$ cat src/rtl/lerp_sched.sv
// Round-robin scheduler sharing one two-stage fixed-point linear interpolator between voices.
// Optional build macro LERP_SCHED_ENDPOINT_EN: ratio MSB set selects the exact end value b.
module lerp_sched #(
  parameter  int NUM_VOICES      = 4,
  parameter  int INPUT_BITS      = 16,
  parameter  int RATIO_FRAC_BITS = 8,
  localparam int VOICE_BITS      = $clog2(NUM_VOICES)
) (
  input  logic                                       clk,
  input  logic                                       reset,
  input  logic [NUM_VOICES-1:0]                      req_valid,
  output logic [NUM_VOICES-1:0]                      req_ready,
  input  logic [NUM_VOICES*INPUT_BITS-1:0]           req_a,
  input  logic [NUM_VOICES*INPUT_BITS-1:0]           req_b,
  input  logic [NUM_VOICES*(RATIO_FRAC_BITS+1)-1:0]  req_ratio,
  output logic                                       out_valid,
  input  logic                                       out_ready,
  output logic [INPUT_BITS-1:0]                      out_data,
  output logic [VOICE_BITS-1:0]                      out_voice
);

  localparam int IB = INPUT_BITS;
  localparam int R  = RATIO_FRAC_BITS;
  localparam int RW = RATIO_FRAC_BITS + 1;

  logic [IB-1:0] a_arr [NUM_VOICES];
  logic [IB-1:0] b_arr [NUM_VOICES];
  logic [R-1:0]  f_arr [NUM_VOICES];

  logic                  grant_found;
  logic [VOICE_BITS-1:0] grant_idx;
  logic [VOICE_BITS-1:0] cand;
  logic                  s1_adv, s2_adv, accept;

  logic [VOICE_BITS-1:0] last_q, last_d;
  logic                  s1_valid_q, s1_valid_d;
  logic [IB-1:0]         s1_a_q, s1_b_q;
  logic [R-1:0]          s1_f_q;
  logic [VOICE_BITS-1:0] s1_voice_q;
  logic                  out_valid_q, out_valid_d;
  logic [IB-1:0]         out_data_q;
  logic [VOICE_BITS-1:0] out_voice_q;

  logic signed [IB:0]     diff;
  logic signed [IB+R+1:0] prod;
  logic [IB-1:0]          lerp_res;
  logic [IB-1:0]          result;

  always_comb begin
    for (int i = 0; i < NUM_VOICES; i++) begin
      a_arr[i] = req_a[i*IB +: IB];
      b_arr[i] = req_b[i*IB +: IB];
      f_arr[i] = req_ratio[i*RW +: R];
    end
  end

  // Search starts one past the last grant so every voice waits at most NUM_VOICES-1 grants.
  always_comb begin
    // NOTE: every combinational output gets a default first so no path leaves it unassigned (no latch).
    grant_found = 1'b0;
    grant_idx   = '0;
    cand        = '0;
    for (int i = 1; i <= NUM_VOICES; i++) begin
      cand = VOICE_BITS'((int'(last_q) + i) % NUM_VOICES);
      if (!grant_found && req_valid[cand]) begin
        grant_found = 1'b1;
        grant_idx   = cand;
      end
    end
  end

  assign s2_adv = !out_valid_q || out_ready;
  assign s1_adv = !s1_valid_q || s2_adv;
  // Gating with reset keeps a requester from believing it was accepted while state is being cleared.
  assign accept = grant_found && s1_adv && !reset;

  always_comb begin
    req_ready = '0;
    if (accept) req_ready[grant_idx] = 1'b1;
  end

  always_comb begin
    last_d      = accept ? grant_idx : last_q;
    s1_valid_d  = accept ? 1'b1 : (s2_adv ? 1'b0 : s1_valid_q);
    out_valid_d = s2_adv ? s1_valid_q : out_valid_q;
  end

  // Signed difference times unsigned fraction, floored back to sample scale.
  always_comb begin
    diff     = $signed({1'b0, s1_b_q}) - $signed({1'b0, s1_a_q});
    prod     = diff * $signed({1'b0, s1_f_q});
    lerp_res = IB'(prod >>> R) + s1_a_q;
  end

`ifdef LERP_SCHED_ENDPOINT_EN
  logic end_arr [NUM_VOICES];
  logic s1_end_q;

  always_comb begin
    for (int i = 0; i < NUM_VOICES; i++) end_arr[i] = req_ratio[i*RW + R];
  end

  always_ff @(posedge clk or posedge reset) begin
    if (reset)       s1_end_q <= 1'b0;
    else if (accept) s1_end_q <= end_arr[grant_idx];
  end

  assign result = s1_end_q ? s1_b_q : lerp_res;
`else
  logic unused_ratio_msbs;

  always_comb begin
    unused_ratio_msbs = 1'b0;
    for (int i = 0; i < NUM_VOICES; i++) unused_ratio_msbs = unused_ratio_msbs ^ req_ratio[i*RW + R];
  end

  assign result = lerp_res;
`endif

  always_ff @(posedge clk or posedge reset) begin
    if (reset) begin
      last_q      <= VOICE_BITS'(NUM_VOICES - 1);
      s1_valid_q  <= 1'b0;
      s1_a_q      <= '0;
      s1_b_q      <= '0;
      s1_f_q      <= '0;
      s1_voice_q  <= '0;
      out_valid_q <= 1'b0;
      out_data_q  <= '0;
      out_voice_q <= '0;
    end else begin
      // NOTE: non-blocking assignments so every register samples pre-edge values of the others.
      last_q      <= last_d;
      s1_valid_q  <= s1_valid_d;
      out_valid_q <= out_valid_d;
      if (accept) begin
        s1_a_q     <= a_arr[grant_idx];
        s1_b_q     <= b_arr[grant_idx];
        s1_f_q     <= f_arr[grant_idx];
        s1_voice_q <= grant_idx;
      end
      if (s2_adv && s1_valid_q) begin
        out_data_q  <= result;
        out_voice_q <= s1_voice_q;
      end
    end
  end

  assign out_valid = out_valid_q;
  assign out_data  = out_data_q;
  assign out_voice = out_voice_q;

endmodule

$ cat config.mk
export PLATFORM = sky130hd
export DESIGN_NAME = lerp_sched
export DESIGN_NICKNAME = d
export VERILOG_FILES = /design/src/rtl/lerp_sched.sv
export SDC_FILE = /design/constraint.sdc
export NUM_CORES = 1
export LEC_CHECK = 0
export ABC_AREA = 1
export CORE_MARGIN = 5
export CORE_UTILIZATION = 25
export DETAILED_ROUTE_END_ITERATION = 8
export GPL_ROUTABILITY_DRIVEN = 0
export HOLD_SLACK_MARGIN = 0.05
export SYNTH_ARGS = -nofsm -noshare
export SYNTH_HDL_FRONTEND = slang
export SYNTH_SLANG_ARGS = --single-unit
$ cat constraint.sdc
create_clock -name clk -period 7.1 [get_ports clk]
set_clock_uncertainty 0.15 [all_clocks]
set_input_delay 2.13 -clock clk [delete_from_list [all_inputs] [get_ports clk]]
set_output_delay 2.13 -clock clk [all_outputs]
set_load 0.05 [all_outputs]
==> metrics.md <==
| Metric | Value |
|---|---|
| N_diodes | 0 |
| Seq/Total Area, Yosys | 0.150 |
| Crit start category | register |
| Hold WC Path Type | register to register |
| Syn-to-layout area delta | 36.4% |
| Vias in the first global route | 11084 |
| Share of post-route cells with drive strength above 1 | 0.127 |
| Pin count of the biggest net entering global routing | 81 |
| Hold Fails Final Rpt | 0 |
| Worst Path Required | 7.18 ns |
| Post-CTS Hold Fix Bufs | 0 |
| Site row count | 75 |
| Max Freq | 146 MHz |
| Total number of vias | 10940 |
| Final HPWL DP | 27.5 mm |
| Max Root-Sink Buffers | 2 |
| Drt total wl | 33.5 mm |
| Detail Route Antenna Nets | 0 |
| Synth warn | 0 |
| Syn avg cell area | 6.54 sq um |
| Core ar. | 42100 sq um |
| Post-synth cell types | 41 |
| Initial Util | 0.254 |
| Clk pin slew, worst setup/hold paths | 0.05 ns |
| Die Span Y | 217 um |
| DRC violations left | 0 |
| Worst Setup End Kind | register |
| Filler cell count | 4517 |
| Starting DRT DRC Count | 540 |
| Tightest Pin Transition | 0.844 ns |
| Clk_lat worst skew | 0.34 ns |
| Mapped Cells | 1633 |
| Gr usage total | 0.140 |
| Max incr delay on CP | 0.55 ns |
| Drt first pass iters | 5 |
| Status | completed |
| Crit path DAT | 6.94 ns |
| Mapped Area | 10700 sq um |
| Syn nets | 1983 |
| I/O pins | 194 |
| Vias per cell | 4.51 |
| #FFs+latches synth | 64 |
| Max-slew violation count | 0 |
| Fin Setup TNS | 0 ns |
| Crit-path slowest cell | fa_1 |
| Tmin final | 6.87 ns |
| Slew HR | 0.437 |
| Antenna violations before repair | 0 |
| First-pass GRT wire length | 54.8 mm |
| CTS H-tree lvls | 3 |
| Final nets | 2233 |
| Final setup violation count | 0 |
| Avg WL per Cell | 13.8 um |
| Die area | 47000 sq um |
| WS Path Type | register to register |
| Port Buffers | 189 |
| CTS Buf Count | 9 |
| GRT overflow | 0 |
| Final period util | 0.967 |
| Max-Cap Viols | 0 |
| CTS tree | built |
| Clock sink count | 64 |
| CP max FO | 4 |
| Chip width | 217 um |
| Root Driver | clkbuf_16 |
## metal layers
| layer | up-vias | share of wire | GRT usage |
|---|---|---|---|
| met1 | 5087 | 0.45 | 0.190 |
| met3 | 29 | 0.061 | 0.0248 |
| met2 | 319 | 0.47 | 0.234 |
| li1 | 5505 | - | - |
| met4 | 0 | 0.018 | 0.0316 |
| met5 | - | 0 | 0 |
## synthesized netlist by cell type, drive strengths merged
cell type,n,area (sq um)
nand2,667,2510
inv,262,983
fa,104,2080
nor2,96,368
nand4,84,526
ha,75,938
dfrtp,62,1550
a21oi,47,246
nand3,47,263
clkbuf,43,161
o21ai,25,125
xor2,25,219
buf,24,173
or2,17,106
xnor2,14,123
nor3,10,50.1
o21bai,6,45.0
o31ai,5,37.5
nand3b,3,26.3
o21a,3,22.5
a21boi,2,15.0
a21o,2,15.0
and3,2,12.5
clkinv,2,7.51
dfstp,2,52.6
a31o,1,8.76
and2,1,6.26
nand2b,1,6.26
o211ai,1,7.51
## final cells by class
class                      instances  area (sq um)  share of cell area
sequential                        64          1610               0.110
tap                              539           674              0.0463
timing repair buffer             306          2820               0.193
clock inverter                     3          42.5             0.00292
inverter                         264           995              0.0683
clock buffer                      11           253              0.0173
multi-input combinational       1238          8190               0.562
## cell usage in the layout, fill, tap and decap left out, types with 9 or more instances in the layout
cell type	netlist	routed
dfrtp_1	62	61
a21oi_1	46	32
nand2_1	666	656
xnor2_1	14	13
a21oi_2	0	13
fa_1	104	102
or2_2	16	16
nand2_2	1	10
nand3_1	43	39
xor2_1	25	23
nand4_1	84	84
nor2_1	95	89
ha_4	0	16
inv_2	4	9
inv_1	258	252
clkbuf_16	0	9
clkdlybuf4s50_1	0	185
o21ai_0	22	16
buf_4	1	115
ha_1	75	57
## flip-flops by register name, indices dropped and copies added, names as in the netlist
name	flops
last_q	2
out_data	16
out_valid	1
out_voice	2
s1_a_q	16
s1_b_q	16
s1_f_q	8
s1_valid_q	1
s1_voice_q	2
## through the flow
| step | setup slack (ns) | std cells | utilization | instance area, sq um | hold slack, ns |
|---|---|---|---|---|---|
| CTS | 0.00158 | 2422 | 0.335 | 14100 | 0.330 |
| floorplan | 0.394 | 1633 | - | 10700 | 0.298 |
| detailed placement | -0.0787 | 2408 | 0.328 | 13800 | 0.316 |
| finish | 0.233 | 2425 | 0.346 | 14600 | 0.329 |
| global placement | 0.00367 | 2408 | 0.328 | 13800 | 0.315 |
| global route | -0.182 | 2425 | 0.346 | 14600 | 0.352 |
## cells by family (layout without fill, tap and decap cells)
kind of cell / after synthesis / after routing / share of synthesized area
xor+xnor: 39 / 39 / 0.0320
flops: 64 / 64 / 0.150
compound gates: 92 / 92 / 0.0490
simple gates: 928 / 928 / 0.362
buf+inv: 331 / 584 / 0.124
fa+ha+maj: 179 / 179 / 0.283
## worst max-delay path: cells and delay by family, from the launching register on
family | cells | cell delay [ns]
AO/OA/AOI/OAI | 7 | 1.03
AND/OR/NAND/NOR | 13 | 1.16
adder cells (fa/ha/maj) | 8 | 3.11
flip-flops | 1 | 0.44
XOR/XNOR | 2 | 0.36
buffers and inverters | 6 | 0.51
## path summary, 6_finish.rpt
path	from	endpoint	slack, ns	cells after the start
max reg2reg	s1_a_q[0]	out_data[15]	0.23	36
min reg2reg	s1_valid_q	out_valid	0.33	2
max in group asynchronous	reset	s1_a_q[1]	3.89	3
min	s1_valid_q	out_valid	0.33	2
min in group asynchronous	reset	out_valid	2.29	3
max	s1_a_q[0]	out_data[15]	0.23	36
## what timing repair did
item / CTS / global route
setup endpoints to repair: 4 / 11
buffers inserted: 0 / 3
gates resized for setup: 6 / 80
pin swaps: 2 / 24
Power is not shown: default switching activity piles up to over one toggle a cycle in this logic, so the estimate is an artifact.
